--- config.mk ---
export PLATFORM = sky130hd
export DESIGN_NAME = d_e_reg
export DESIGN_NICKNAME = d
export VERILOG_FILES = /design/src/rtl/d_e_reg.sv
export SDC_FILE = /design/constraint.sdc
export NUM_CORES = 1
export LEC_CHECK = 0
export BUFFER_PORTS_ARGS = -buffer_cell sky130_fd_sc_hd__buf_2
export CAP_MARGIN = 30
export CORE_AREA = 2 2 153 155
export DETAILED_ROUTE_END_ITERATION = 7
export DIE_AREA = 0 0 155 157
export GPL_TIMING_DRIVEN = 0
export PLACE_DENSITY = 0.65
export SYNTH_ARGS = -nofsm -noshare
export SYNTH_HDL_FRONTEND = slang
export SYNTH_SLANG_ARGS = --single-unit
--- constraint.sdc ---
create_clock -name clk -period 7.8 [get_ports clk]
set_clock_uncertainty 0.05 [all_clocks]
set_input_delay 1.56 -clock clk [delete_from_list [all_inputs] [get_ports clk]]
set_output_delay 1.56 -clock clk [all_outputs]
set_load 0.005 [all_outputs]
--- src/rtl/d_e_reg.sv ---
// d_e_reg: Decode -> Execute pipeline register.
// Captures D-stage results each cycle and presents them to the E stage.
// Supports bubble insertion (stall), whole-register freeze (hold) and
// operand refresh from the write-back port while frozen.
module d_e_reg #(
    parameter logic [31:0] BUBBLE_PC = 32'h0000_3000,
    parameter logic [31:0] NOP_INSTR = 32'h0000_0000
) (
    input  logic        clk,
    input  logic        reset,
    input  logic        stall,
    input  logic        hold,
    input  logic [31:0] D_pc,
    input  logic [31:0] D_instr,
    input  logic [31:0] D_rs_data,
    input  logic [31:0] D_rt_data,
    input  logic [31:0] D_ext,
    input  logic [4:0]  D_rs,
    input  logic [4:0]  D_rt,
    input  logic [4:0]  D_wa,
    input  logic [1:0]  D_tnew,
    input  logic        W_we,
    input  logic [4:0]  W_wa,
    input  logic [31:0] W_wd,
    output logic [31:0] E_pc,
    output logic [31:0] E_instr,
    output logic [31:0] E_rs_data,
    output logic [31:0] E_rt_data,
    output logic [31:0] E_ext,
    output logic [4:0]  E_rs,
    output logic [4:0]  E_rt,
    output logic [4:0]  E_wa,
    output logic [1:0]  E_tnew
);

    logic [31:0] r_pc, r_instr, r_rs_data, r_rt_data, r_ext;
    logic [4:0]  r_rs, r_rt, r_wa;
    logic [1:0]  r_tnew;

    logic [1:0]  w_tnew_next;
    logic        w_rs_refresh;
    logic        w_rt_refresh;

    // Tnew seen from E is one less than from D (saturating); $0 never creates a hazard.
    always_comb begin
        w_tnew_next = 2'd0;
        if (D_wa != 5'd0 && D_tnew != 2'd0)
            w_tnew_next = D_tnew - 2'd1;
    end

    // Write-back hits on the held operands; rs and rt are checked independently.
    assign w_rs_refresh = W_we && (W_wa != 5'd0) && (W_wa == r_rs);
    assign w_rt_refresh = W_we && (W_wa != 5'd0) && (W_wa == r_rt);

    // Pipeline register: reset > hold (with refresh) > stall bubble > normal capture.
    always_ff @(posedge clk or posedge reset) begin
        if (reset) begin
            r_pc      <= BUBBLE_PC;
            r_instr   <= NOP_INSTR;
            r_rs_data <= 32'd0;
            r_rt_data <= 32'd0;
            r_ext     <= 32'd0;
            r_rs      <= 5'd0;
            r_rt      <= 5'd0;
            r_wa      <= 5'd0;
            r_tnew    <= 2'd0;
        end else if (hold) begin
            // Everything else, including Tnew, stays frozen.
            if (w_rs_refresh) r_rs_data <= W_wd;
            if (w_rt_refresh) r_rt_data <= W_wd;
        end else if (stall) begin
            r_pc      <= BUBBLE_PC;
            r_instr   <= NOP_INSTR;
            r_rs_data <= 32'd0;
            r_rt_data <= 32'd0;
            r_ext     <= 32'd0;
            r_rs      <= 5'd0;
            r_rt      <= 5'd0;
            r_wa      <= 5'd0;
            r_tnew    <= 2'd0;
        end else begin
            r_pc      <= D_pc;
            r_instr   <= D_instr;
            r_rs_data <= D_rs_data;
            r_rt_data <= D_rt_data;
            r_ext     <= D_ext;
            r_rs      <= D_rs;
            r_rt      <= D_rt;
            r_wa      <= D_wa;
            r_tnew    <= w_tnew_next;
        end
    end

    assign E_pc      = r_pc;
    assign E_instr   = r_instr;
    assign E_rs_data = r_rs_data;
    assign E_rt_data = r_rt_data;
    assign E_ext     = r_ext;
    assign E_rs      = r_rs;
    assign E_rt      = r_rt;
    assign E_wa      = r_wa;
    assign E_tnew    = r_tnew;

endmodule

==> qor.csv, run 1 <==
stage;metric;value;unit
global_routing;initial antenna violation count;4;
global_routing;total congestion overflow after global routing;0;
power;areal power density over the cells;225;mW/mm2
synthesis;net count after synthesis;713;
die;Die Width;155;um
place;estimated wirelength of the detail-placed design;18400;um
detailed_routing;post-route met1 wirelength;10200;um
detailed_routing;Routed met2 length;12100;um
cts;clock tree from TritonCTS;built;
sta;Max Clk Rate;278;MHz
detailed_routing;total wire length after detailed routing;24400;um
cts;maximum count of clock buffers along a single path;2;
global_routing;pin count of the biggest net entering global routing;107;
die;number of standard-cell rows in the floorplan;55;
final_layout;area delta synth->final;40.4;%
detailed_routing;total via count after detailed routing;5999;
detailed_routing;ratio of routed vias to standard cells;4.96;
power;fraction of power consumed by the clock network;37.6;%
detailed_routing;Met3 Wirelength;1810;um
power;switching power total;0.639;mW
synthesis;cell taking the most area after synthesis;dfrtp_1;
synthesis;top post-synthesis cells by count;dfrtp_1 (175), a22o_1 (173), mux2_4 (60);
setup_path;minimum setup slack among reg-to-reg paths;5.74;ns
sta;setup violation total in the final timing report;0;
detailed_routing;DRC violation count after routing;0;
sta;portion of the clock cycle consumed by the worst path in the final layout;46.1;%
synthesis;Yosys top cell area share;59.4;%
final_layout;combined area of the multi-input logic cells;0.00271;mm2
setup_path;Startpoint Class;input port;
setup_path;arrival time reported for the critical path endpoint;3.89;ns
synthesis;Cell variety after synth;20;
detailed_routing;post-route antenna net violation count;0;
power;overall power;2.33;mW
setup_path;worst reg2reg path depth;4;
place;placer congestion estimate;0.804;
sta;Setup TNS;0;ns
cts;total CTS buffers;17;
synthesis;synthesized cell area;0.00737;mm2
hold_path;WHS Path Cells;2;
die;overall die area;0.0243;mm2
final_layout;net count of the finished layout;1128;
power;Internal;1.69;mW
synthesis;number of flip-flops and latches in the synthesized netlist;177;
cts;maximum level of the CTS H-tree;4;
die;top-level port count;396;
die;initial core utilization;32.7;%
final_layout;ratio of cells with drive above 1 in the final layout;54.7;%
power;part of the total power dissipated in combinational logic;17.1;%
synthesis;yosys synthesis warning count;0;
hold_path;class of the tightest hold or removal check;flop to flop;
setup_path;CP Capture Type;flop;
hold_path;Hold Startpoint;E_pc[12];
setup_path;maximum fanout encountered on the critical timing path;10;
sta;setup repair after global routing missed its margin;false;
cts;later-pin clock latency in the skew report;0.42;ns
sta;slew of the pin with the lowest slew margin;0.893;ns
cts;Clock Pin Slew Worst Setup and Hold Paths;0.07;ns
final_layout;non-filler cells in the finished layout;1209;
synthesis;biggest area contributors in the synthesized netlist;dfrtp_1 (59%), a22o_1 (21%), mux2_4 (12%);
detailed_routing;detailed router's first-iteration violation count;344;
setup_path;required time worst endpoint;8.10;ns
cts;clock sink total;177;
sta;final hold violation count;0;
sta;number of pins with negative max-slew slack in the final report;0;
detailed_routing;Top Metal Used;met5;
sta;Final WS setup;4.21;ns
detailed_routing;mean routed wirelength per cell;20.1;um
place;worst slack at placement;3.67;ns
global_routing;via count of the first global-routing pass;6053;
cts;post-cts gate resize count;0;
synthesis;Mapped Avg Cell Area;14.9;um2
setup_path;startpoint of the worst-slack reg-to-reg timing path;E_rs[3];
detailed_routing;Detailed Routing Iterations Pass 1;4;
place;count of port buffers added during placement;395;
die;total core area;0.0225;mm2
run_status;run status;finished, final reports clean;
synthesis;sequential fraction of the synthesis area;60.2;%
job;max-cap viol count;0;
hold_path;Hold EP;E_pc[12];
synthesis;most used flip-flop cell after synthesis;dfrtp_1;
place;Post-Place Cells;1174;
cts;Post-CTS Repair Setup Buffers;0;
die;y dimension of the die;157;um
power;register share of total power;45.3;%
power;switching part of the total;27.4;%
synthesis;number of enable-type register cells in the synthesized netlist;0;
power;highest ir drop seen on vdd;0.154;mV
setup_path;endpoint of the lowest-slack register-to-register path;E_rs_data[17];
cts;Clk Tree Root Cell;clkbuf_16;
synthesis;Cells after Synth;493;
sta;post-layout minimum cycle time;3.59;ns
sta;Max transition margin;40.5;%
power;Leak Pwr;5.61;nW
global_routing;global-route total usage across every layer;19.3;%
synthesis;count leader, synth;dfrtp_1;
cts;CTS Hold Bufs;0;
final_layout;number of fill cells;2114;
final_layout;register cell area after layout;0.00443;mm2
global_routing;wire length of the first global-routing pass;35600;um
setup_path;startpoint-to-endpoint class of the critical path;input port to flop;
synthesis;share of flip-flops with an asynchronous set or reset;100;%
==> worst max-delay path by stage <==
stage	startpoint	to	slack, ns
2_1_floorplan	reset	E_ext[0]	1.39
3_5_place_dp	hold	E_ext[28]	3.67
5_1_grt	hold	E_ext[29]	4.04
3_3_place_gp	reset	E_rs_data[2]	-0.57
4_1_cts	hold	E_ext[29]	4.13
6_report	hold	E_ext[28]	4.21
==> power by group through the flow <==
stage               clock, mW  sequential (mW)  combinational [mW]
CTS                     0.897             1.06               0.406
global placement            0             1.07               0.397
finish                  0.876             1.06               0.400
global route            0.943             1.07               0.435
detailed placement          0             1.07               0.405
floorplan                   0             1.08               0.189
==> stage by stage <==
step                hold slack (ns)  area, um2  util, %
floorplan                     0.425       7370        -
global placement              0.413       9700     43.1
detailed placement            0.433       9740     43.3
CTS                           0.445      10300     45.9
global route                  0.467      10300     45.9
finish                        0.438      10300     46.0
==> flip-flops by register name (all words and copies together), names as in the netlist <==
signal,flops
E_ext,32
E_instr,32
E_pc,32
E_rs_data,32
E_rt_data,32
E_rs,5
E_rt,5
E_wa,5
E_tnew,2
==> cells by family (layout without fill, tap and decap cells) <==
family | Yosys count | after routing | share of synthesized area, %
other cells | 0 | 3 | 0
flops | 177 | 177 | 60.2
compound gates | 181 | 181 | 21.8
xor+xnor | 10 | 10 | 1.19
mux | 64 | 64 | 12.8
simple gates | 12 | 12 | 0.747
fa+ha+maj | 1 | 1 | 0.170
buf+inv | 48 | 476 | 3.06
==> per-layer routing <==
metal  vias to the layer above  global-route usage [%]
met1                      2974                    24.1
met5                         -                       0
li1                       2733                       -
met4                         2                    3.40
met3                        15                    5.70
met2                       275                    33.6
==> critical path: stages <==
cell      delay [ns]
buf_2           0.14
nor2_1          0.16
clkbuf_1        0.51
clkbuf_1        0.73
clkbuf_1        0.55
a22o_1          0.23
==> layout by cell type (no fill, tap or decap) <==
cell	count
buf_2	395
dfrtp_1	175
a22o_1	173
mux2_4	60
clkbuf_1	35
clkbuf_16	17
xnor2_1	6
buf_6	6
inv_6	6
nor2_1	4
xor2_1	4
buf_1	4
mux2_2	4
inv_8	4
nand2_1	4
diode_2	3
o21ai_0	3
dfstp_2	2
or4_1	2
nand3_1	2
o41ai_4	2
inv_1	2
o31ai_1	2
clkinv_8	2
o21ai_2	1
ha_1	1
clkinv_4	1
bufinv_16	1
clkinv_2	1
clkbuf_8	1
buf_16	1
==> area by class of cell <==
class,count,area share (%)
clock inverters,14,1.57
multi-input cells,268,26.2
diodes,3,0.0726
inverters,3,0.181
plain buffers,45,2.07
flip-flops and latches,177,42.8
well taps,285,3.45
clock buffers,18,4.25
repair buffers,396,19.4
Power figures use the tool's default switching activity.
==> inputs of run 2 (changes only) <==
- CORE_AREA: 2 2 153 155 -> 2 2 154 156
- DIE_AREA: 0 0 155 157 -> 0 0 156 158
- PLACE_DENSITY: 0.65 -> 0.67
- clock period: 7.8 -> 3.24 ns (I/O delays scaled with it)
==> qor.csv, run 2 (same netlist as run 1, synthesis figures left out) <==
stage;metric;value;unit;change
power;highest ir drop seen on vdd;0.314;mV;was 0.154 mV
detailed_routing;post-route antenna net violation count;0;;unchanged
setup_path;required time worst endpoint;3.54;ns;was 8.10 ns
cts;Clock Pin Slew Worst Setup and Hold Paths;0.08;ns;was 0.07 ns
sta;number of pins with negative max-slew slack in the final report;0;;unchanged
setup_path;arrival time reported for the critical path endpoint;2.82;ns;was 3.89 ns
place;count of port buffers added during placement;395;;unchanged
global_routing;wire length of the first global-routing pass;34200;um;was 35600 um
detailed_routing;ratio of routed vias to standard cells;4.93;;was 4.96
sta;post-layout minimum cycle time;2.52;ns;
cts;CTS Hold Bufs;0;;unchanged
global_routing;pin count of the biggest net entering global routing;43;;was 107
detailed_routing;Detailed Routing Iterations Pass 1;4;;unchanged
setup_path;startpoint-to-endpoint class of the critical path;input port to flop;;unchanged
run_status;run status;finished, final reports clean;;unchanged
final_layout;ratio of cells with drive above 1 in the final layout;54.9;%;was 54.7%
detailed_routing;mean routed wirelength per cell;19.2;um;was 20.1 um
power;part of the total power dissipated in combinational logic;17.0;%;was 17.1%
setup_path;Startpoint Class;input port;;unchanged
sta;portion of the clock cycle consumed by the worst path in the final layout;77.9;%;
place;estimated wirelength of the detail-placed design;18100;um;was 18400 um
final_layout;number of fill cells;2134;;was 2114
setup_path;Critical Path Most Common Cell;clkbuf_1;;unchanged
cts;Clk Tree Root Cell;clkbuf_16;;unchanged
setup_path;maximum fanout encountered on the critical timing path;10;;unchanged
detailed_routing;DRC violation count after routing;0;;unchanged
detailed_routing;detailed router's first-iteration violation count;334;;was 344
global_routing;global-route total usage across every layer;18.3;%;was 19.3%
sta;setup repair after global routing missed its margin;false;;unchanged
cts;total CTS buffers;17;;unchanged
die;top-level port count;396;;unchanged
setup_path;worst path cell trace;buf_2 > nor2_1 > clkbuf_1 > clkbuf_1 > clkbuf_1 > a22o_1;;unchanged
die;overall die area;0.0246;mm2;was 0.0243 mm2
power;fraction of power consumed by the clock network;37.9;%;was 37.6%
final_layout;number of diodes added for antenna fixing;0;;was 3
global_routing;initial antenna violation count;0;;was 4
cts;clock sink total;177;;unchanged
detailed_routing;total via count after detailed routing;5983;;was 5999
cts;maximum count of clock buffers along a single path;2;;unchanged
global_routing;total congestion overflow after global routing;0;;unchanged
power;Internal;4.10;mW;was 1.69 mW
global_routing;via count of the first global-routing pass;5967;;was 6053
job;max-cap viol count;0;;unchanged
cts;clock tree from TritonCTS;built;;unchanged
die;y dimension of the die;158;um;was 157 um
power;switching power total;1.54;mW;was 0.639 mW
power;overall power;5.64;mW;was 2.33 mW
power;register share of total power;45.2;%;was 45.3%
cts;later-pin clock latency in the skew report;0.41;ns;was 0.42 ns
final_layout;leading cell type in the layout, fill and taps excluded;buf_2;;unchanged
die;initial core utilization;32.0;%;was 32.7%
final_layout;area delta synth->final;41.3;%;was 40.4%
setup_path;Critical Path Start;hold;;unchanged
final_layout;commonest cells after routing, fill and taps aside;buf_2 (395), dfrtp_1 (175), a22o_1 (173);;unchanged
place;placer congestion estimate;0.824;;was 0.804
cts;Post-CTS Repair Setup Buffers;0;;unchanged
power;Leak Pwr;5.63;nW;was 5.61 nW
die;Die Width;156;um;was 155 um
die;number of standard-cell rows in the floorplan;56;;was 55
sta;Setup TNS;0;ns;unchanged
die;total core area;0.0231;mm2;was 0.0225 mm2
cts;post-cts gate resize count;0;;unchanged
setup_path;CP Capture Type;flop;;unchanged
power;areal power density over the cells;542;mW/mm2;was 225 mW/mm2
sta;slew of the pin with the lowest slew margin;0.875;ns;was 0.893 ns
setup_path;Worst path max stage delay;0.71;ns;was 0.73 ns
final_layout;net count of the finished layout;1131;;was 1128
sta;final hold violation count;0;;unchanged
hold_path;class of the tightest hold or removal check;input port to async pin;;was flop to flop
power;switching part of the total;27.3;%;was 27.4%
cts;maximum level of the CTS H-tree;4;;unchanged
detailed_routing;total wire length after detailed routing;23300;um;was 24400 um
setup_path;startpoint of the worst-slack reg-to-reg timing path;E_rs[1];;was E_rs[3]
sta;setup violation total in the final timing report;0;;unchanged
setup_path;highest-delay cell along the critical path;clkbuf_1;;unchanged
sta;Max Clk Rate;396;MHz;
sta;Max transition margin;41.6;%;was 40.5%
run 2: cell types whose count changed in the layout (fill, tap and decap cells not counted), sizes merged:
cell,delta
clkinvlp,+1
diode,-3
inv,-1
buf,+3
run 2: area by class of cell:
class                           count  area (um2)  share of cell area, %
Inverter                            3        15.0                  0.144
Buffer                             45         214                   2.06
Sequential cell                   177        4430                   42.6
Timing Repair Buffer              399        2060                   19.8
Multi-Input combinational cell    268        2710                   26.0
Clock inverter                     14         181                   1.74
Tap cell                          290         363                   3.49
Clock buffer                       18         439                   4.22
run 2: power by group through the flow:
stage / clock (mW) / sequential [mW] / combinational [mW]
6_report: 2.13 / 2.55 / 0.958
5_1_grt: 2.30 / 2.57 / 1.04
4_1_cts: 2.19 / 2.54 / 0.975
3_5_place_dp: 0 / 2.58 / 0.974
3_3_place_gp: 0 / 2.58 / 0.943
2_1_floorplan: 0 / 2.59 / 0.454
run 2: worst max-delay path: cells and delay by family:
| kind | cells | cell delay, ns |
|---|---|---|
| and+or+nand+nor | 1 | 0.19 |
| buffers and inverters | 4 | 1.76 |
| AOI/OAI and AO/OA | 1 | 0.20 |
run 2: per-layer routing:
metal | global-route usage [%] | routed length (um)
met5 | 0 | 0
met4 | 5.77 | 449
met3 | 4.63 | 1620
met2 | 32.6 | 11700
met1 | 21.6 | 9550
run 2: path summary, 6_finish.rpt:
path                                 end  cells past startpoint  slack, ns
max reg2reg                E_rs_data[17]                      5       1.13
min reg2reg                    E_tnew[1]                      2       0.44
max                             E_ext[5]                      6       0.72
min                            E_tnew[0]                      2       0.28
max in group asynchronous  E_rt_data[21]                      4       1.95
min in group clk               E_tnew[0]                      2       0.36
run 2: metrics by stage:
| step | cell area [um2] | hold WS [ns] | instances | setup slack (ns) | utilization [%] |
|---|---|---|---|---|---|
| 2_1_floorplan | 7370 | 0.425 | 493 | 0.277 | - |
| 3_3_place_gp | 9710 | 0.420 | 1178 | -0.790 | 42.1 |
| 3_5_place_dp | 9790 | 0.423 | 1182 | 0.211 | 42.5 |
| 4_1_cts | 10400 | 0.279 | 1214 | 0.672 | 45.2 |
| 5_1_grt | 10400 | 0.307 | 1214 | 0.575 | 45.2 |
| 6_report | 10400 | 0.278 | 1214 | 0.717 | 45.2 |
==> inputs of run 3 (changes only) <==
- ABC_AREA: not set -> 1
- PLACE_DENSITY: 0.67 -> 0.65
- clock period: 3.24 -> 2.5 ns (I/O delays scaled with it)
==> qor.csv, run 3 <==
stage;metric;value;unit;change
run_status;run status;finished, final reports clean;;unchanged
setup_path;Critical Path Most Common Cell;nand2_1;;was clkbuf_1
die;top-level port count;396;;unchanged
cts;total CTS buffers;17;;unchanged
place;Post-Place Cells;1460;;was 1182
synthesis;count leader, synth;nand2_1;;was dfrtp_1
sta;number of pins with negative max-slew slack in the final report;0;;unchanged
detailed_routing;mean routed wirelength per cell;17.4;um;was 19.2 um
power;Leak Pwr;5.96;nW;was 5.63 nW
setup_path;critical path's top delay family;buffers and inverters;;unchanged
synthesis;sequential fraction of the synthesis area;59.2;%;was 60.2%
detailed_routing;total via count after detailed routing;7210;;was 5983
detailed_routing;detailed router's first-iteration violation count;502;;was 334
die;overall die area;0.0246;mm2;unchanged
job;max-cap viol count;0;;unchanged
synthesis;Mapped Avg Cell Area;9.71;um2;was 14.9 um2
global_routing;pin count of the biggest net entering global routing;42;;was 43
final_layout;Post-Layout Inst Area;0.0105;mm2;was 0.0104 mm2
final_layout;number of diodes added for antenna fixing;0;;unchanged
synthesis;most used flip-flop cell after synthesis;dfrtp_1;;unchanged
sta;post-layout minimum cycle time;1.80;ns;
detailed_routing;Detailed Routing Iterations Pass 1;5;;was 4
global_routing;wire length of the first global-routing pass;38300;um;was 34200 um
final_layout;number of fill cells;2287;;was 2134
setup_path;startpoint-to-endpoint class of the critical path;input port to flop;;unchanged
global_routing;global-route total usage across every layer;20.3;%;was 18.3%
sta;setup violation total in the final timing report;0;;unchanged
sta;Setup TNS;0;ns;unchanged
die;number of standard-cell rows in the floorplan;56;;unchanged
synthesis;net count after synthesis;991;;was 713
sta;Max Clk Rate;554;MHz;
setup_path;Worst path max stage delay;0.57;ns;was 0.71 ns
synthesis;top post-synthesis cells by count;nand2_1 (225), dfrtp_1 (175), a22o_1 (98);;was dfrtp_1 (175), a22o_1 (173), mux2_4 (60)
cts;later-pin clock latency in the skew report;0.42;ns;was 0.41 ns
cts;Clock Pin Slew Worst Setup and Hold Paths;0.08;ns;about the same
synthesis;Cell variety after synth;22;;was 20
die;initial core utilization;32.5;%;was 32.0%
final_layout;commonest cells after routing, fill and taps aside;buf_2 (418), nand2_1 (225), dfrtp_1 (175);;was buf_2 (395), dfrtp_1 (175), a22o_1 (173)
synthesis;biggest area contributors in the synthesized netlist;dfrtp_1 (58%), a22o_1 (11%), nand2_1 (11%);;was dfrtp_1 (59%), a22o_1 (21%), mux2_4 (12%)
sta;Max transition margin;50.3;%;was 41.6%
final_layout;non-filler cells in the finished layout;1492;;was 1214
detailed_routing;DRC violation count after routing;0;;unchanged
synthesis;Cells after Synth;771;;was 493
final_layout;area delta synth->final;40.4;%;was 41.3%
place;worst slack at placement;0.210;ns;was 0.211 ns
cts;maximum level of the CTS H-tree;4;;unchanged
global_routing;total congestion overflow after global routing;0;;unchanged
final_layout;ratio of cells with drive above 1 in the final layout;39.5;%;was 54.9%
final_layout;leading cell type in the layout, fill and taps excluded;buf_2;;unchanged
cts;post-cts gate resize count;0;;unchanged
power;overall power;7.09;mW;was 5.64 mW
die;y dimension of the die;158;um;unchanged
sta;portion of the clock cycle consumed by the worst path in the final layout;72.2;%;
synthesis;share of flip-flops with an asynchronous set or reset;100;%;unchanged
synthesis;yosys synthesis warning count;0;;unchanged
power;highest ir drop seen on vdd;0.333;mV;was 0.314 mV
synthesis;number of flip-flops and latches in the synthesized netlist;177;;unchanged
place;post-placement cell area;0.00991;mm2;was 0.00979 mm2
setup_path;Buffers & Inverters on Critical Path;3;;was 4
setup_path;required time worst endpoint;2.76;ns;was 3.54 ns
cts;maximum count of clock buffers along a single path;2;;unchanged
detailed_routing;total wire length after detailed routing;25900;um;was 23300 um
setup_path;highest-delay cell along the critical path;clkbuf_1;;unchanged
setup_path;worst path cell trace;buf_2 > inv_1 > clkbuf_1 > o21ai_0 > nand2_1 > nand2_1;;was buf_2 > nor2_1 > clkbuf_1 > clkbuf_1 > clkbuf_1 > a22o_1
detailed_routing;ratio of routed vias to standard cells;4.83;;was 4.93
place;estimated wirelength of the detail-placed design;19900;um;was 18100 um
die;total core area;0.0231;mm2;unchanged
die;Die Width;156;um;unchanged
cts;clock tree from TritonCTS;built;;unchanged
place;count of port buffers added during placement;395;;unchanged
setup_path;CP Capture Type;flop;;unchanged
place;placer congestion estimate;0.817;;was 0.824
sta;Final WS setup;0.696;ns;was 0.717 ns
sta;slew of the pin with the lowest slew margin;0.746;ns;was 0.875 ns
setup_path;maximum fanout encountered on the critical timing path;10;;unchanged
setup_path;arrival time reported for the critical path endpoint;2.07;ns;was 2.82 ns
cts;clock sink total;177;;unchanged
synthesis;synthesized cell area;0.00749;mm2;was 0.00737 mm2
detailed_routing;post-route antenna net violation count;0;;unchanged
cts;Clk Tree Root Cell;clkbuf_16;;unchanged
hold_path;class of the tightest hold or removal check;input port to async pin;;unchanged
synthesis;number of enable-type register cells in the synthesized netlist;0;;unchanged
synthesis;cell taking the most area after synthesis;dfrtp_1;;unchanged
setup_path;Startpoint Class;input port;;unchanged
sta;final hold violation count;0;;unchanged
cts;CTS Hold Bufs;0;;unchanged
final_layout;net count of the finished layout;1409;;was 1131
synthesis;Yosys top cell area share;58.5;%;was 59.4%
power;areal power density over the cells;675;mW/mm2;was 542 mW/mm2
sta;setup repair after global routing missed its margin;false;;unchanged
global_routing;via count of the first global-routing pass;6874;;was 5967
cts;Post-CTS Repair Setup Buffers;0;;unchanged
global_routing;initial antenna violation count;0;;unchanged
-- run 3: per-layer routing --
| layer | up-vias | global-route usage (%) | wire, um |
|---|---|---|---|
| li1 | 3428 | - | - |
| met1 | 3451 | 26.8 | 11200 |
| met2 | 300 | 33.2 | 12400 |
| met4 | 0 | 5.37 | 453 |
| met5 | - | 0 | 0 |
| met3 | 31 | 5.23 | 1860 |
-- run 3: cells by family after synthesis --
| group | count (synthesis) | synth area share, % |
|---|---|---|
| buffers and inverters | 107 | 6.55 |
| adders and majority gates | 1 | 0.167 |
| and+or+nand+nor | 304 | 16.6 |
| DFF | 177 | 59.2 |
| AOI/OAI and AO/OA | 178 | 17.0 |
| xor gates and xnor gates | 4 | 0.468 |
-- run 3: power breakdown --
group	switching, mW	internal (mW)
combinational	0.589	0.526
clock	1.28	1.44
sequential	0.147	3.11
-- run 3: final timing paths --
kind | slack (ns) | depth (start not counted) | endpoint | startpoint
min in group clk | 0.22 | 2 | E_tnew[0] | D_tnew[0]
hold reg to reg | 0.44 | 2 | E_wa[3] | E_wa[3]
setup reg to reg | 0.90 | 10 | E_rt_data[14] | E_rt[1]
hold / removal | 0.13 | 2 | E_pc[0] | reset
max in group asynchronous | 1.29 | 4 | E_pc[12] | reset
setup / recovery | 0.70 | 6 | E_rt_data[3] | hold
-- run 3: area by class of cell --
class	instances	area [um2]	area share (%)
timing repair buffer	399	2060	19.6
multi-input combinational	487	2560	24.4
sequential	177	4430	42.2
inverter	51	195	1.86
clock inverter	14	171	1.63
tap	290	363	3.45
clock buffer	18	429	4.08
buffer	56	299	2.84
-- run 3: stage by stage --
stage          hold WS [ns]  util (%)
3_3_place_gp          0.414      42.6
2_1_floorplan         0.425         -
6_report              0.133      45.6
5_1_grt               0.154      45.6
4_1_cts               0.130      45.6
3_5_place_dp          0.424      43.0
